File: config.mk
export PLATFORM = sky130hd
export DESIGN_NAME = context_assembler_flat
export DESIGN_NICKNAME = d
export VERILOG_FILES = /design/src/rtl/context_assembler_if.sv /design/src/rtl/context_assembler.sv /design/src/flat_wrapper.sv
export SDC_FILE = /design/constraint.sdc
export NUM_CORES = 1
export LEC_CHECK = 0
export ABC_AREA = 1
export CAP_MARGIN = 20
export CORE_AREA = 5 5 130 132
export DETAILED_ROUTE_END_ITERATION = 16
export DIE_AREA = 0 0 135 137
export PLACE_DENSITY = 0.79
export SYNTH_ARGS = -nofsm -noshare
export SYNTH_HDL_FRONTEND = slang
export SYNTH_SLANG_ARGS = --single-unit
File: constraint.sdc
create_clock -name clk -period 2.6 [get_ports clk]
set_input_delay 0.39 -clock clk [delete_from_list [all_inputs] [get_ports clk]]
set_output_delay 0.39 -clock clk [all_outputs]
set_load 0.05 [all_outputs]
File: src/rtl/context_assembler_if.sv
// context_assembler_if: control, document-storage read port and output stream of the context assembler
interface context_assembler_if #(
   parameter int MAX_SEQUENCE_LEN = 512,
   parameter int TOP_K = 5,
   parameter int MAX_CONTEXT_LEN = 2048
);
   logic start;
   logic busy;
   logic done;
   logic [TOP_K-1:0] doc_included;
   logic [TOP_K-1:0][31:0] doc_lengths;
   logic rd_en;
   logic [$clog2(TOP_K)-1:0] rd_doc;
   logic [$clog2(MAX_SEQUENCE_LEN)-1:0] rd_addr;
   logic [7:0] rd_data;
   logic out_valid;
   logic out_ready;
   logic [7:0] out_data;
   logic out_last;
   logic [$clog2(MAX_CONTEXT_LEN+1)-1:0] out_count;
   logic truncated;
   logic empty_ctx;
   modport master (
      output start, doc_included, doc_lengths, rd_data, out_ready,
      input busy, done, rd_en, rd_doc, rd_addr, out_valid, out_data, out_last, out_count, truncated, empty_ctx
   );
   modport slave (
      input start, doc_included, doc_lengths, rd_data, out_ready,
      output busy, done, rd_en, rd_doc, rd_addr, out_valid, out_data, out_last, out_count, truncated, empty_ctx
   );
endinterface

File: src/rtl/context_assembler.sv
// context_assembler: streams included documents in index order, separator-delimited and truncated at the context budget
module context_assembler #(
   parameter int MAX_SEQUENCE_LEN = 512,
   parameter int TOP_K = 5,
   parameter int MAX_CONTEXT_LEN = 2048,
   parameter logic [7:0] SEP_BYTE = 8'h0A
) (
   input logic clk,
   input logic rst_n,
   context_assembler_if.slave bus
);
   localparam int DW = $clog2(TOP_K);
   localparam int AW = $clog2(MAX_SEQUENCE_LEN);
   localparam int LW = $clog2(MAX_SEQUENCE_LEN + 1);
   localparam int CW = $clog2(MAX_CONTEXT_LEN + 1);
   typedef enum logic [2:0] {IDLE, SCAN, SEP, READ, DRAIN, DONE} state_t;
   state_t st;
   logic [TOP_K-1:0] v;
   logic [LW-1:0] len [TOP_K];
   logic [DW-1:0] idx;
   logic [AW-1:0] addr;
   logic [CW-1:0] sent;
   logic [8:0] fifo [2];
   logic [1:0] cnt;
   logic wp, rp, rd_vld, rd_lst;
   logic pop, credit, eod, more, fin_budget, sep_kill, lastb, issue, sep_push;
   // credit counts this cycle's pop so a 2-entry FIFO still sustains 1 byte/cycle
   always_comb begin
      pop = bus.out_valid && bus.out_ready;
      credit = 32'(cnt) + 32'(rd_vld) < 32'd2 + 32'(pop);
      eod = 32'(addr) + 1 == 32'(len[idx]);
      more = |((v >> idx) >> 1);
      fin_budget = 32'(sent) + 1 == MAX_CONTEXT_LEN;
      sep_kill = eod && more && 32'(sent) + 2 == MAX_CONTEXT_LEN;
      lastb = fin_budget || (eod && !more) || sep_kill;
      issue = st == READ && credit;
      sep_push = st == SEP && credit;
   end
   assign bus.rd_en = issue;
   assign bus.rd_doc = idx;
   assign bus.rd_addr = addr;
   assign bus.out_valid = cnt != 2'd0;
   assign bus.out_data = fifo[rp][7:0];
   assign bus.out_last = bus.out_valid && fifo[rp][8];
   always_ff @(posedge clk or negedge rst_n) begin
      if (!rst_n) begin
         fifo <= '{default: '0};
         cnt <= '0;
         wp <= 1'b0;
         rp <= 1'b0;
         rd_vld <= 1'b0;
         rd_lst <= 1'b0;
      end else begin
         if (rd_vld || sep_push) begin
            fifo[wp] <= rd_vld ? {rd_lst, bus.rd_data} : {1'b0, SEP_BYTE};
            wp <= ~wp;
         end
         if (pop) rp <= ~rp;
         cnt <= cnt + 2'(rd_vld || sep_push) - 2'(pop);
         rd_vld <= issue;
         rd_lst <= lastb;
      end
   end
   always_ff @(posedge clk or negedge rst_n) begin
      if (!rst_n) begin
         st <= IDLE;
         bus.busy <= 1'b0;
         bus.done <= 1'b0;
         bus.truncated <= 1'b0;
         bus.empty_ctx <= 1'b0;
         bus.out_count <= '0;
         v <= '0;
         len <= '{default: '0};
         idx <= '0;
         addr <= '0;
         sent <= '0;
      end else begin
         if (pop && 32'(bus.out_count) < MAX_CONTEXT_LEN) bus.out_count <= bus.out_count + 1'b1;
         case (st)
            IDLE: if (bus.start) begin
               st <= SCAN;
               bus.busy <= 1'b1;
               bus.out_count <= '0;
               bus.truncated <= 1'b0;
               bus.empty_ctx <= 1'b0;
               idx <= '0;
               addr <= '0;
               sent <= '0;
               for (int i = 0; i < TOP_K; i++) begin
                  len[i] <= bus.doc_lengths[i] > 32'(MAX_SEQUENCE_LEN) ? LW'(MAX_SEQUENCE_LEN) : bus.doc_lengths[i][LW-1:0];
                  v[i] <= bus.doc_included[i] && bus.doc_lengths[i] != 32'd0;
               end
            end
            SCAN: if (v[idx]) st <= sent == '0 ? READ : SEP;
               else if (32'(idx) >= TOP_K - 1) st <= DRAIN;
               else idx <= idx + 1'b1;
            SEP: if (sep_push) begin
               sent <= sent + 1'b1;
               st <= READ;
            end
            // a doc byte whose trailing separator would take the final slot becomes the last byte
            READ: if (issue) begin
               sent <= sent + 1'b1;
               addr <= eod ? '0 : addr + 1'b1;
               if (lastb) begin
                  st <= DRAIN;
                  bus.truncated <= !(eod && !more);
               end else if (eod) begin
                  st <= SCAN;
                  idx <= idx + 1'b1;
               end
            end
            DRAIN: if (cnt == 2'd0 && !rd_vld) begin
               st <= DONE;
               bus.done <= 1'b1;
               bus.busy <= 1'b0;
               bus.empty_ctx <= bus.out_count == '0;
            end
            DONE: begin
               st <= IDLE;
               bus.done <= 1'b0;
            end
            default: st <= IDLE;
         endcase
      end
   end
endmodule

File: src/flat_wrapper.sv
// flat-port wrapper written by rule: the top's interface ports become plain ports
module context_assembler_flat 
#(
   parameter int MAX_SEQUENCE_LEN = 512,
   parameter int TOP_K = 5,
   parameter int MAX_CONTEXT_LEN = 2048,
   parameter logic [7:0] SEP_BYTE = 8'h0A
)
  (clk, rst_n, bus_start, bus_doc_included, bus_doc_lengths, bus_rd_data, bus_out_ready, bus_busy, bus_done, bus_rd_en, bus_rd_doc, bus_rd_addr, bus_out_valid, bus_out_data, bus_out_last, bus_out_count, bus_truncated, bus_empty_ctx);
  context_assembler_if #(.MAX_SEQUENCE_LEN(MAX_SEQUENCE_LEN), .TOP_K(TOP_K), .MAX_CONTEXT_LEN(MAX_CONTEXT_LEN)) bus_i ();
  input logic clk;
  input logic rst_n;
  input wire logic [$bits(bus_i.start)-1:0] bus_start;
  input wire logic [$bits(bus_i.doc_included)-1:0] bus_doc_included;
  input wire logic [$bits(bus_i.doc_lengths)-1:0] bus_doc_lengths;
  input wire logic [$bits(bus_i.rd_data)-1:0] bus_rd_data;
  input wire logic [$bits(bus_i.out_ready)-1:0] bus_out_ready;
  output wire logic [$bits(bus_i.busy)-1:0] bus_busy;
  output wire logic [$bits(bus_i.done)-1:0] bus_done;
  output wire logic [$bits(bus_i.rd_en)-1:0] bus_rd_en;
  output wire logic [$bits(bus_i.rd_doc)-1:0] bus_rd_doc;
  output wire logic [$bits(bus_i.rd_addr)-1:0] bus_rd_addr;
  output wire logic [$bits(bus_i.out_valid)-1:0] bus_out_valid;
  output wire logic [$bits(bus_i.out_data)-1:0] bus_out_data;
  output wire logic [$bits(bus_i.out_last)-1:0] bus_out_last;
  output wire logic [$bits(bus_i.out_count)-1:0] bus_out_count;
  output wire logic [$bits(bus_i.truncated)-1:0] bus_truncated;
  output wire logic [$bits(bus_i.empty_ctx)-1:0] bus_empty_ctx;
  assign bus_i.start = bus_start;
  assign bus_i.doc_included = bus_doc_included;
  assign bus_i.doc_lengths = bus_doc_lengths;
  assign bus_i.rd_data = bus_rd_data;
  assign bus_i.out_ready = bus_out_ready;
  assign bus_busy = bus_i.busy;
  assign bus_done = bus_i.done;
  assign bus_rd_en = bus_i.rd_en;
  assign bus_rd_doc = bus_i.rd_doc;
  assign bus_rd_addr = bus_i.rd_addr;
  assign bus_out_valid = bus_i.out_valid;
  assign bus_out_data = bus_i.out_data;
  assign bus_out_last = bus_i.out_last;
  assign bus_out_count = bus_i.out_count;
  assign bus_truncated = bus_i.truncated;
  assign bus_empty_ctx = bus_i.empty_ctx;
  context_assembler #(.MAX_SEQUENCE_LEN(MAX_SEQUENCE_LEN), .TOP_K(TOP_K), .MAX_CONTEXT_LEN(MAX_CONTEXT_LEN), .SEP_BYTE(SEP_BYTE)) u_core (.clk(clk), .rst_n(rst_n), .bus(bus_i));
endmodule
======== Word-level counts from Yosys, hierarchy flattened ========
Cells that the tools add are included.
word-level totals
  memories ................................ 0
  RAM bits ................................ 0
  input bits .............................. 177
  output and inout bits ................... 39
  ROM bits ................................ 0
  register bits ........................... 122
  word-level logic and storage cells ...... 172
  bits in latches ......................... 0
cells by class
  equal/unequal tests ..................... 19
  multipliers ............................. 0
  shift-type cells ........................ 1
  add/sub/neg operators ................... 11
  reductions and logical operators ........ 45
  mux-type cells .......................... 56
  $lt $le $gt $ge ......................... 13
  bitwise operators ....................... 5
  div/mod/pow operators ................... 0
operators with widths
  kind                                                              number
  greater-than comparator 32 x 10 -> 1 bit (second input constant)  5
  nonzero test 32 bit                                               5
  2-to-1 mux 12 bit                                                 6
  2-to-1 mux 9 bit                                                  8
  2-to-1 mux 10 bit                                                 7
  == test 32 x 12 -> 1 bit (second input constant)                  2
  2-to-1 mux 3 bit                                                  14
  case mux 12 bit (3 select lines)                                  1
  == test 32 x 10 -> 1 bit                                          1
  less-than comparator 32 bit                                       1
  binary-select mux 10 bit (select 3 bit)                           1
  adder 12 x 1 -> 12 bit (second input constant)                    2
  logical NOT 12 bit                                                2
  bitwise mux 18 bit                                                1
  case mux 9 bit (2 select lines)                                   1
  logical AND 1 bit                                                 15
  case mux 3 bit (5 select lines)                                   1
  adder 12 x 1 -> 13 bit (second input constant)                    1
  adder 12 x 2 -> 13 bit (second input constant)                    1
  less-than comparator 12 bit (second input constant)               1
  adder 9 x 1 -> 10 bit (second input constant)                     1
  inequality test 2 x 1 -> 1 bit (second input constant)            5
  adder 9 x 1 -> 9 bit (second input constant)                      1
  demux 9 bit (select 1 bit)                                        1
  other kinds (35)                                                  66

======== Logic depth before layout (Yosys ltp) ========
Gate-level depths: netlist (run 1).
  depth after elaboration ................. 11
  mapped depth ............................ 19
  depth with buffers taken out ............ 19

======== Worst setup path before layout (run 1) ========
Ideal clock, no wire load.
  kind .................................... flip-flop to flip-flop
  start point ............................. register u_core.addr[0], in the netlist u_core.bus.rd_addr[0]
  end point ............................... register u_core.bus.truncated
  clock period less this slack ............ 2318 ps
  buffers on the path ..................... 0
  stages on the path, launching flop included .. 19
  data arrival time ....................... 2199 ps
  path slack .............................. 282 ps
  data required time ...................... 2481 ps
  library setup time ...................... 119 ps
  path through ............................ dfrtp_1 -> ha_1 -> nand2_1 -> nor2_2 -> nand3_1 -> nand2_1 -> nand2_1 -> nand3_1 -> nand2_1 -> inv_1 -> nand2_1 -> nor2_4 -> nand3_2 -> nand2_1 -> nand2_2 -> nand2_1 -> nand2_1 -> nand2_1 -> nand2_1
between the ends
  cells in the longest elaborated chain, start to end .. 7
  elaborated cells between the ends (all ways) .. 13
  classes of those cells .................. 1 x add/sub; 2 x eq/ne; 3 x mux; 7 x reduce/logical
RTL lines
  element                                                                        line                                                                        source
  start, declared                                                                context_assembler.sv:21                                                     logic [AW-1:0] addr;
  start signal, assigned                                                         context_assembler.sv:104                                                    addr <= eod ? '0 : addr + 1'b1;
  adder 9 x 1 -> 10 bit *                                                        context_assembler.sv:31                                                     eod = 32'(addr) + 1 == 32'(len[idx]);
  == test 32 x 10 -> 1 bit *                                                     context_assembler.sv:31
  logical AND 1 bit, on equally long branches                                    context_assembler.sv:35, context_assembler.sv:107, context_assembler.sv:34
  logical NOT 1 bit (tied with other cells)                                      context_assembler.sv:107                                                    bus.truncated <= !(eod && !more);
  2-to-1 mux 1 bit / logical OR 1 bit (equally long branches)                    context_assembler.sv:105, context_assembler.sv:35
  2-to-1 mux 1 bit / inequality test 2 x 1 -> 1 bit (equally long branches)      --
  case mux 1 bit (2 select lines) / AND reduction 4 bit (equally long branches)  --
  end signal, assigned                                                           context_assembler.sv:107
  end, declared                                                                  context_assembler_if.sv:29                                                  output busy, done, rd_en, rd_doc, rd_addr, out_valid, out_data, out_last, out_count, truncated, empty_ctx
Mark *: on every way between the ends. The rest lies on a longest branch, timed or not. The select of a mux whose other input is x is not followed.
A chain may end at the register's enable or synchronous reset.

======== Worst setup path after layout (run 1) ========
  start point ............................. register u_core.idx[1], in the netlist u_core.bus.rd_doc[1]
  end point ............................... output port bus_rd_doc[1]
RTL lines
  element                 line                      source
  start, declared         context_assembler.sv:20   logic [DW-1:0] idx;
  start signal, assigned  context_assembler.sv:96   else idx <= idx + 1'b1;
  start signal, assigned  context_assembler.sv:110  idx <= idx + 1'b1;
  end, declared           flat_wrapper.sv:21        output wire logic [$bits(bus_i.rd_doc)-1:0] bus_rd_doc;
No word-level cell between the ends.

==> results of run 1 <==
-- cell families after synthesis --
group	count (synthesis)	synth area share, %
xor+xnor	13	1.568
fa+ha+maj	12	2.067
flops	122	42.04
buf+inv	146	8.201
simple gates	575	35.92
compound gates	136	10.20
-- cells in the final DEF, fill, tap and decap left out, types with 3 or more instances in the layout --
master | synthesis | final
sky130_fd_sc_hd__o21ai_0 | 72 | 72
sky130_fd_sc_hd__clkbuf_16 | 0 | 17
sky130_fd_sc_hd__o211ai_1 | 5 | 5
sky130_fd_sc_hd__nand4_1 | 16 | 16
sky130_fd_sc_hd__bufinv_16 | 0 | 3
sky130_fd_sc_hd__inv_1 | 106 | 105
sky130_fd_sc_hd__o22ai_1 | 8 | 8
sky130_fd_sc_hd__xnor2_1 | 4 | 4
sky130_fd_sc_hd__nor2_2 | 7 | 7
sky130_fd_sc_hd__inv_2 | 10 | 11
sky130_fd_sc_hd__buf_4 | 1 | 12
sky130_fd_sc_hd__a21oi_2 | 4 | 4
sky130_fd_sc_hd__nor2_1 | 58 | 58
sky130_fd_sc_hd__clkdlybuf4s50_1 | 0 | 212
sky130_fd_sc_hd__nand3_1 | 112 | 112
sky130_fd_sc_hd__o21ai_1 | 17 | 17
sky130_fd_sc_hd__or2_2 | 4 | 4
sky130_fd_sc_hd__buf_12 | 0 | 4
sky130_fd_sc_hd__dfrtp_1 | 122 | 121
sky130_fd_sc_hd__nor4_1 | 43 | 43
sky130_fd_sc_hd__clkinv_2 | 0 | 6
sky130_fd_sc_hd__a21oi_1 | 21 | 21
sky130_fd_sc_hd__nand2_1 | 306 | 306
sky130_fd_sc_hd__ha_1 | 12 | 12
sky130_fd_sc_hd__nand2_2 | 3 | 3
sky130_fd_sc_hd__nor3_1 | 8 | 8
sky130_fd_sc_hd__xor2_1 | 9 | 9
sky130_fd_sc_hd__clkinvlp_4 | 0 | 5
sky130_fd_sc_hd__or4_1 | 5 | 5
-- through the flow --
| step | instance area, µm² | instances | hold slack [ps] | power (W) |
|---|---|---|---|---|
| detailed placement | 9682 | 1422 | 391.4 | 0.006258 |
| floorplan | 7262 | 1004 | 94.41 | 0.005027 |
| global route | 10290 | 1454 | 500.8 | 0.009156 |
| finish | 10290 | 1454 | 481.6 | 0.008604 |
| global placement | 9682 | 1422 | 389.7 | 0.006186 |
| CTS | 10280 | 1454 | 481.4 | 0.008643 |
-- metal layers --
metal,vias to the layer above,track usage (%),wire (µm)
met2,306,42.02,10790
met4,0,9.015,600
met3,51,5.882,1510
li1,3772,-,-
met1,3471,30.30,9017
met5,-,0,0
-- power by group through the flow --
stage | logic [W] | clock network [W] | registers, W
after floorplan | 0.00231 | 0 | 0.00272
after global placement | 0.00360 | 0 | 0.00258
after detailed placement | 0.00367 | 0 | 0.00259
after CTS | 0.00369 | 0.00239 | 0.00256
after global routing | 0.00406 | 0.00247 | 0.00263
final | 0.00368 | 0.00235 | 0.00257
-- worst reg2reg max path, delay by kind of cell, from the launching register on --
family	cells	cell delay, ps
and+or+nand+nor	16	1350
buffers and inverters	1	230
DFF	1	660
-- worst max-delay path by stage --
| stage | startpoint | end | cells past startpoint |
|---|---|---|---|
| finish | u_core.bus.rd_doc[1] | bus_rd_doc[1] | 2 |
| global route | u_core.bus.rd_doc[1] | u_core.bus.truncated | 15 |
| CTS | u_core.rp | bus_out_last | 4 |
| detailed placement | bus_out_ready | u_core.sent[2] | 11 |
| global placement | bus_out_ready | u_core.sent[2] | 11 |
| floorplan | u_core.bus.rd_addr[0] | u_core.bus.truncated | 18 |
-- registers in the layout, indices dropped and copies added, names as in the netlist, 2 cells and up --
register              flops
u_core.bus.rd_addr        9
u_core.st                 3
u_core.bus.rd_doc         3
u_core.bus.out_count     12
u_core.fifo              18
u_core.v                  5
u_core.len               50
u_core.cnt                2
u_core.sent              12
-- cell type report --
type	instances	area share [%]
multi-input cells	736	35.13
flip-flops and latches	122	29.69
repair buffers	229	22.38
inverters	120	4.416
clock buffers	18	4.270
well taps	216	2.627
clock inverters	13	1.484
-- what timing repair did --
action / in CTS / in global routing
endpoints found under the hold margin: 33 / 0
hold buffers: 1 / 0
setup endpoints to repair: 7 / 7
gates resized for setup: 1 / 1
-- synth_stat cells (all sizes together), types with 3 or more instances --
cell	instances
inv	117
nor4	43
o211ai	5
nor3	10
a21oi	25
buf	10
xnor2	4
dfrtp	122
xor2	9
o21ai	91
nor2	69
o22ai	8
nand3	114
or2	6
clkbuf	16
clkinv	3
nand4	16
nand2	311
or4	5
ha	12
==> qor_table.md, run 1 <==
| Metric | Reported | Unit |
|:---|:---|:---|
| Buffer depth of the longest clock path | 2 | - |
| Peak clock frequency supported by timing | 395.3 | MHz |
| Critical path buffers and inverters | 2 | - |
| Leakage power summed over all cells | 4.688 | nW |
| Post-CTS Repair Setup Buffers | 0 | - |
| Destination of the worst register-to-register timing path | u_core.bus.truncated | - |
| R2r setup slk | 250 | ps |
| Final WS setup | 70.32 | ps |
| Post-layout min period | 2530 | ps |
| Standard cell with the maximum stage delay on the critical path | sky130_fd_sc_hd__clkdlybuf4s50_1 | - |
| Synthesis warning total | 0 | - |
| Final ANT Viol Nets | 0 | - |
| TritonCTS Sinks | 122 | - |
| Share of the synthesized area in the top cell type | 42.04 | % |
| Number of max-cap violations | 0 | - |
| Setup total negative slack | 0 | ps |
| Critical path required time | 2210 | ps |
| Number of fill cells in the layout | 1362 | - |
| Layout cell share with drive strength beyond 1 | 7.431 | % |
| Maximum fanout count along the critical path | 14 | - |
| Crit path cell chain | buf_4 > clkdlybuf4s50_1 | - |
| Internal power | 0.005065 | W |
| Ranking of synthesized cells by area | sky130_fd_sc_hd__dfrtp_1 (42%), sky130_fd_sc_hd__nand2_1 (16%), sky130_fd_sc_hd__nand3_1 (7.7%), sky130_fd_sc_hd__inv_1 (5.5%), sky130_fd_sc_hd__o21ai_0 (5.0%) | - |
| Routability cong. | 0.8826 | - |
| Post-detailed-route wirelength per cell | 15.07 | µm |
| Number of enable-type register cells in the synthesized netlist | 0 | - |
| Final net count | 1415 | - |
| Count of different cell masters after synthesis | 42 | - |
| Final Max Slew Viols | 0 | - |
| Largest net degree at the start of global routing | 48 | - |
| Worst vdd rail ir drop | 0.6410 | mV |
| Ys async rst share | 100.0 | % |
| Number of input and output port buffers inserted | 215 | - |
| Multi-input gate area in the final layout | 3613 | µm² |
| Ant. Diodes | 0 | - |
| Share of the yosys chip area belonging to registers | 42.04 | % |
| Vias in the first global route | 7584 | - |
| Unrepaired setup endpoints after global routing | false | - |
| Number of stages on the worst hold path | 2 | - |
| Maximum cell stage delay along the critical path | 840 | ps |
| Worst min-delay path category | reg -> reg | - |
| Total DRC errors in the routed layout | 0 | - |
| Nature of the critical path startpoint | flip-flop | - |
| Flops & latches, synth | 122 | - |
| Global-route wire length before repair | 36140 | µm |
| Share of total power in sequential cells | 29.9 | % |
| Transition time at the pin with the least slew margin | 552.0 | ps |
| Cell type group with the largest total delay on the critical path | buffers and inverters | - |
| Area growth from synthesis to layout | 41.64 | % |
| Initial DRT Pass Iterations | 5 | - |
| I/O pin count | 216 | - |
| Initial core utilization | 46.56 | % |
| Switching fraction of total power | 41.13 | % |
| Floorplan die width | 135 | µm |
| Fraction of power consumed by combinational cells | 42.8 | % |
| Total global routing overflow | 0 | - |
| Top flip-flop cell by instance count after synthesis | sky130_fd_sc_hd__dfrtp_1 | - |
| CTS clk-pin slew, worst paths | 50 | ps |
| All-layer global routing usage | 24.55 | % |
| Power density over the cells | 836.5 | nW/µm² |
| CTS root buffer | sky130_fd_sc_hd__clkbuf_16 | - |
| Number of setup violations in the final report | 0 | - |
| Number of levels the H-tree was split into | 4 | - |
| Max-slew headroom | 63.08 | % |
| Cells after synthesis | 1004 | - |
| Switching power of the nets | 0.003539 | W |
| Netlist area before placement | 7262 | µm² |
| Worst-Skew Late Latency | 420 | ps |
| Mean cell area of the mapped netlist | 7.233 | µm² |
| Placeable core region | 15600 | µm² |
| Total count of hold-check failures in the final report | 0 | - |
| Source of the worst register-to-register timing path | u_core.bus.rd_doc[1] | - |
| Number of placement rows | 46 | - |
| Hold worst-path end | u_core.len[37] | - |
| Finished Core Util | 65.95 | % |
| TritonCTS buffer count | 17 | - |
| Status | complete, no violations | - |
| Via count | 7600 | - |
| Die outline height | 137 | µm |
| Most area-hungry cell type in the Yosys netlist | sky130_fd_sc_hd__dfrtp_1 | - |
| Area enclosed by the die boundary | 18500 | µm² |
| Endpoint class of the critical path | output pin | - |
| Number of antenna violations at the first check in global routing | 0 | - |
| Nets in the synthesized netlist | 1193 | - |
| Register cell area after layout | 3054 | µm² |
| Setup Skew | 5.293 | ps |
| Share of the cycle needed by the critical path after routing | 97.30 | % |
| Clock tree from TritonCTS | done | - |
| Critical Path AT | 2140 | ps |
| Worst Setup Path Type | reg -> out | - |
| Detailed-route wire length | 21920 | µm |
| Dpl hpwl | 17260 | µm |
| Per-cell via count in the routed design | 5.227 | - |
| Count of routing violations after the opening detailed-route iteration | 478 | - |
| Register-to-Register Path Depth | 17 | - |
| Power share of the clock group | 27.4 | % |
| Setup slack at placement | 181.4 | ps |
| Hold_sp | u_core.len[37] | - |
Note: power is estimated with default switching activity, not from simulation.
==> run 2, diff against run 1 <==
- HOLD_SLACK_MARGIN: unset -> 0.06
==> results of run 2 <==
The final DEF is identical to that of run 1; final timing and power are the same.
==> run 3, diff against run 2 <==
- CORE_AREA: 5 5 130 132 -> 5 5 117 119
- DIE_AREA: 0 0 135 137 -> 0 0 122 124
- DONT_BUFFER_PORTS: unset -> 1
- GPL_TIMING_DRIVEN: unset -> 0
- PLACE_DENSITY: 0.79 -> 0.73
==> run 3 against run 2 <==
Hold slack lost 810 ps. Via count shrank 10%. Register-to-register slack lost 80 ps. Non-clock buffer count shrank 203. Count of clock-buffer cells in the layout grew 4. The flow now finishes with violations (negative hold slack). Largest power group unchanged. Fmax grew 4.2%. Sequential power grew 7.8%.
==> qor_table.md, run 3 (synthesis results as in run 1) <==
| Metric | Reported | Unit | vs previous |
|:---|:---|:---|:---|
| Status | finished, violations left | - | was complete, no violations |
| Violations in the final reports | negative hold slack | - |  |
| Endpoint class of the critical path | flip-flop | - | was output pin |
| Setup total negative slack | 0 | ps | unchanged |
| Number of setup violations in the final report | 0 | - | unchanged |
| Largest net degree at the start of global routing | 123 | - | was 48 |
| Post-detailed-route wirelength per cell | 17.00 | µm | was 15.07 µm |
| Worst Setup Path Type | reg -> reg | - | was reg -> out |
| Worst-Skew Late Latency | 420 | ps | about the same |
| Number of max-cap violations | 0 | - | unchanged |
| Routability cong. | 0.9136 | - | was 0.8826 |
| Placeable core region | 12470 | µm² | was 15600 µm² |
| Power density over the cells | 989.1 | nW/µm² | was 836.5 nW/µm² |
| Total count of hold-check failures in the final report | 122 | - | was 0 |
| Post-layout min period | 2427 | ps | was 2530 ps |
| Setup Skew | 13.90 | ps | was 5.293 ps |
| Final hold slack | -329.1 | ps | was 481.6 ps |
| Post-CTS Repair Setup Buffers | 0 | - | unchanged |
| Maximum fanout count along the critical path | 5 | - | was 14 |
| Per-cell via count in the routed design | 5.655 | - | was 5.227 |
| Final Max Slew Viols | 0 | - | unchanged |
| Ant. Diodes | 0 | - | unchanged |
| CTS clk-pin slew, worst paths | 60 | ps | was 50 ps |
| Number of input and output port buffers inserted | 0 | - | was 215 |
| Flip-flop count of the largest register after layout | 50 | - | unchanged |
| Nature of the critical path startpoint | flip-flop | - | unchanged |
| Worst min-delay path category | in -> async | - | was reg -> reg |
| Worst vdd rail ir drop | 0.4016 | mV | was 0.6410 mV |
| Commonest non-fill, non-tap cell in the layout | sky130_fd_sc_hd__nand2_1 | - | unchanged |
| Area enclosed by the die boundary | 15130 | µm² | was 18500 µm² |
| Buffer depth of the longest clock path | 2 | - | unchanged |
| Peak clock frequency supported by timing | 412.0 | MHz | was 395.3 MHz |
| Number of fill cells in the layout | 1152 | - | was 1362 |
| Largest registers | u_core.len x50, u_core.fifo x18 | - | unchanged |
| Critical path required time | 2890 | ps | was 2210 ps |
| Initial core utilization | 58.26 | % | was 46.56% |
| CTS root buffer | sky130_fd_sc_hd__clkbuf_16 | - | unchanged |
| Setup slack at placement | -31.60 | ps | was 181.4 ps |
| Leakage power summed over all cells | 3.834 | nW | was 4.688 nW |
| Number of levels the H-tree was split into | 4 | - | unchanged |
| Initial DRT Pass Iterations | 5 | - | unchanged |
| Total global routing overflow | 0 | - | unchanged |
| Count of routing violations after the opening detailed-route iteration | 506 | - | was 478 |
| Clock tree from TritonCTS | done | - | unchanged |
| TritonCTS Sinks | 122 | - | unchanged |
| Vias in the first global route | 6613 | - | was 7584 |
| Top library cells by usage in the layout, fill and taps aside | sky130_fd_sc_hd__nand2_1 (306), sky130_fd_sc_hd__nand3_1 (112), sky130_fd_sc_hd__dfrtp_1 (112), sky130_fd_sc_hd__inv_1 (105), sky130_fd_sc_hd__o21ai_0 (71) | - | was sky130_fd_sc_hd__nand2_1 (306), sky130_fd_sc_hd__clkdlybuf4s50_1 (212), sky130_fd_sc_hd__dfrtp_1 (121), sky130_fd_sc_hd__nand3_1 (112), sky130_fd_sc_hd__inv_1 (105) |
| Register name with the most flops | u_core.len | - | unchanged |
| Multi-input gate area in the final layout | 3626 | µm² | was 3613 µm² |
| TritonCTS buffer count | 17 | - | unchanged |
| All-layer global routing usage | 27.84 | % | was 24.55% |
| Global-route wire length before repair | 32670 | µm | was 36140 µm |
| Detailed-route wire length | 20520 | µm | was 21920 µm |
| Finished Core Util | 64.72 | % | was 65.95% |
| Layout cell share with drive strength beyond 1 | 8.986 | % | was 7.431% |
| Final ANT Viol Nets | 0 | - | unchanged |
| Number of antenna violations at the first check in global routing | 0 | - | unchanged |
| Via count | 6825 | - | was 7600 |
| Critical Path AT | 2720 | ps | was 2140 ps |
| Max-slew headroom | 36.51 | % | was 63.08% |
| Register cell area after layout | 3065 | µm² | was 3054 µm² |
| Post-place instance area | 7485 | µm² | was 9682 µm² |
| Final net count | 1212 | - | was 1415 |
| Transition time at the pin with the least slew margin | 946.0 | ps | was 552.0 ps |
| Floorplan die width | 122 | µm | was 135 µm |
| I/O pin count | 216 | - | unchanged |
| Die outline height | 124 | µm | was 137 µm |
| Dpl hpwl | 15740 | µm | was 17260 µm |
| Total DRC errors in the routed layout | 0 | - | unchanged |
| Area growth from synthesis to layout | 11.10 | % | was 41.64% |
| Number of placement rows | 41 | - | was 46 |
| Share of the cycle needed by the critical path after routing | 93.35 | % | was 97.30% |
| Final WS setup | 173.0 | ps | was 70.32 ps |
| Unrepaired setup endpoints after global routing | true | - | was false |
| Post-route cell area | 8068 | µm² | was 10290 µm² |
[run 3: cell count changes in the layout (fill, tap and decap cells not counted), moves of 3 or more]
cell,previous run,this run
sky130_fd_sc_hd__buf_12,4,0
sky130_fd_sc_hd__buf_2,0,3
sky130_fd_sc_hd__buf_4,12,2
sky130_fd_sc_hd__buf_6,0,5
sky130_fd_sc_hd__clkbuf_1,0,18
sky130_fd_sc_hd__clkdlybuf4s50_1,212,0
sky130_fd_sc_hd__clkinvlp_4,5,1
sky130_fd_sc_hd__dfrtp_1,121,112
sky130_fd_sc_hd__dfrtp_2,1,10
[run 3: power by group]
group	internal, W	total [W]	switching, W
Clock	0.00144	0.00226	0.000817
Sequential	0.00225	0.00277	0.000526
Combinational	0.000834	0.00295	0.00211
[run 3: repair_timing]
action	CTS	global route
endpoints found under the hold margin	122	122
pin swaps	0	1
gates cloned	0	0
setup endpoints to repair	1	17
resized for setup	3	11
[run 3: cell type report]
cell class	instances	area share [%]
clock buffers	22	5.754
plain buffers	25	1.721
inverters	120	5.614
multi-input cells	736	44.94
repair buffers	1	0.09305
flip-flops and latches	122	38.00
well taps	172	2.667
clock inverters	9	1.210
[run 3: through the flow]
stage	cells	total power, W
finish	1207	0.007980
global route	1207	0.008474
CTS	1208	0.007993
detailed placement	1177	0.005710
global placement	1176	0.005630
floorplan	1004	0.005027
[run 3: per-layer routing]
metal,track usage [%],vias to the layer above,part of all wire [%]
met2,46.75,274,49
met1,35.34,3145,42
met3,6.040,33,6.7
met4,10.92,0,2.3
met5,0,-,0
li1,-,3373,-
[run 3: path summary, 6_finish.rpt]
path	start	to	slack [ps]	depth (start not counted)
setup reg to reg	u_core.bus.rd_addr[0]	u_core.bus.truncated	170	17
hold reg to reg	u_core.len[40]	u_core.len[40]	480	2
setup / recovery	u_core.bus.rd_addr[0]	u_core.bus.truncated	170	17
hold / removal	rst_n	u_core.len[12]	-330	0
min in group clk	bus_doc_lengths[104]	u_core.len[18]	110	2
max in group asynchronous	rst_n	u_core.bus.rd_addr[2]	2750	0
[run 3: critical path, stage by stage, from the launching register on]
cell	delay, ps
sky130_fd_sc_hd__dfrtp_2	570
sky130_fd_sc_hd__ha_1	260
sky130_fd_sc_hd__nand3_1	100
sky130_fd_sc_hd__or2_0	210
sky130_fd_sc_hd__nand2_1	110
sky130_fd_sc_hd__inv_1	90
sky130_fd_sc_hd__nand2_1	70
sky130_fd_sc_hd__nand2_1	50
sky130_fd_sc_hd__nor2_1	80
sky130_fd_sc_hd__nand2_1	100
sky130_fd_sc_hd__nor2_4	130
sky130_fd_sc_hd__nand3_2	100
sky130_fd_sc_hd__nand2_1	90
sky130_fd_sc_hd__nand2_2	90
sky130_fd_sc_hd__nand2_1	90
sky130_fd_sc_hd__nand2_1	50
sky130_fd_sc_hd__nand2_1	60
sky130_fd_sc_hd__nand2_1	60
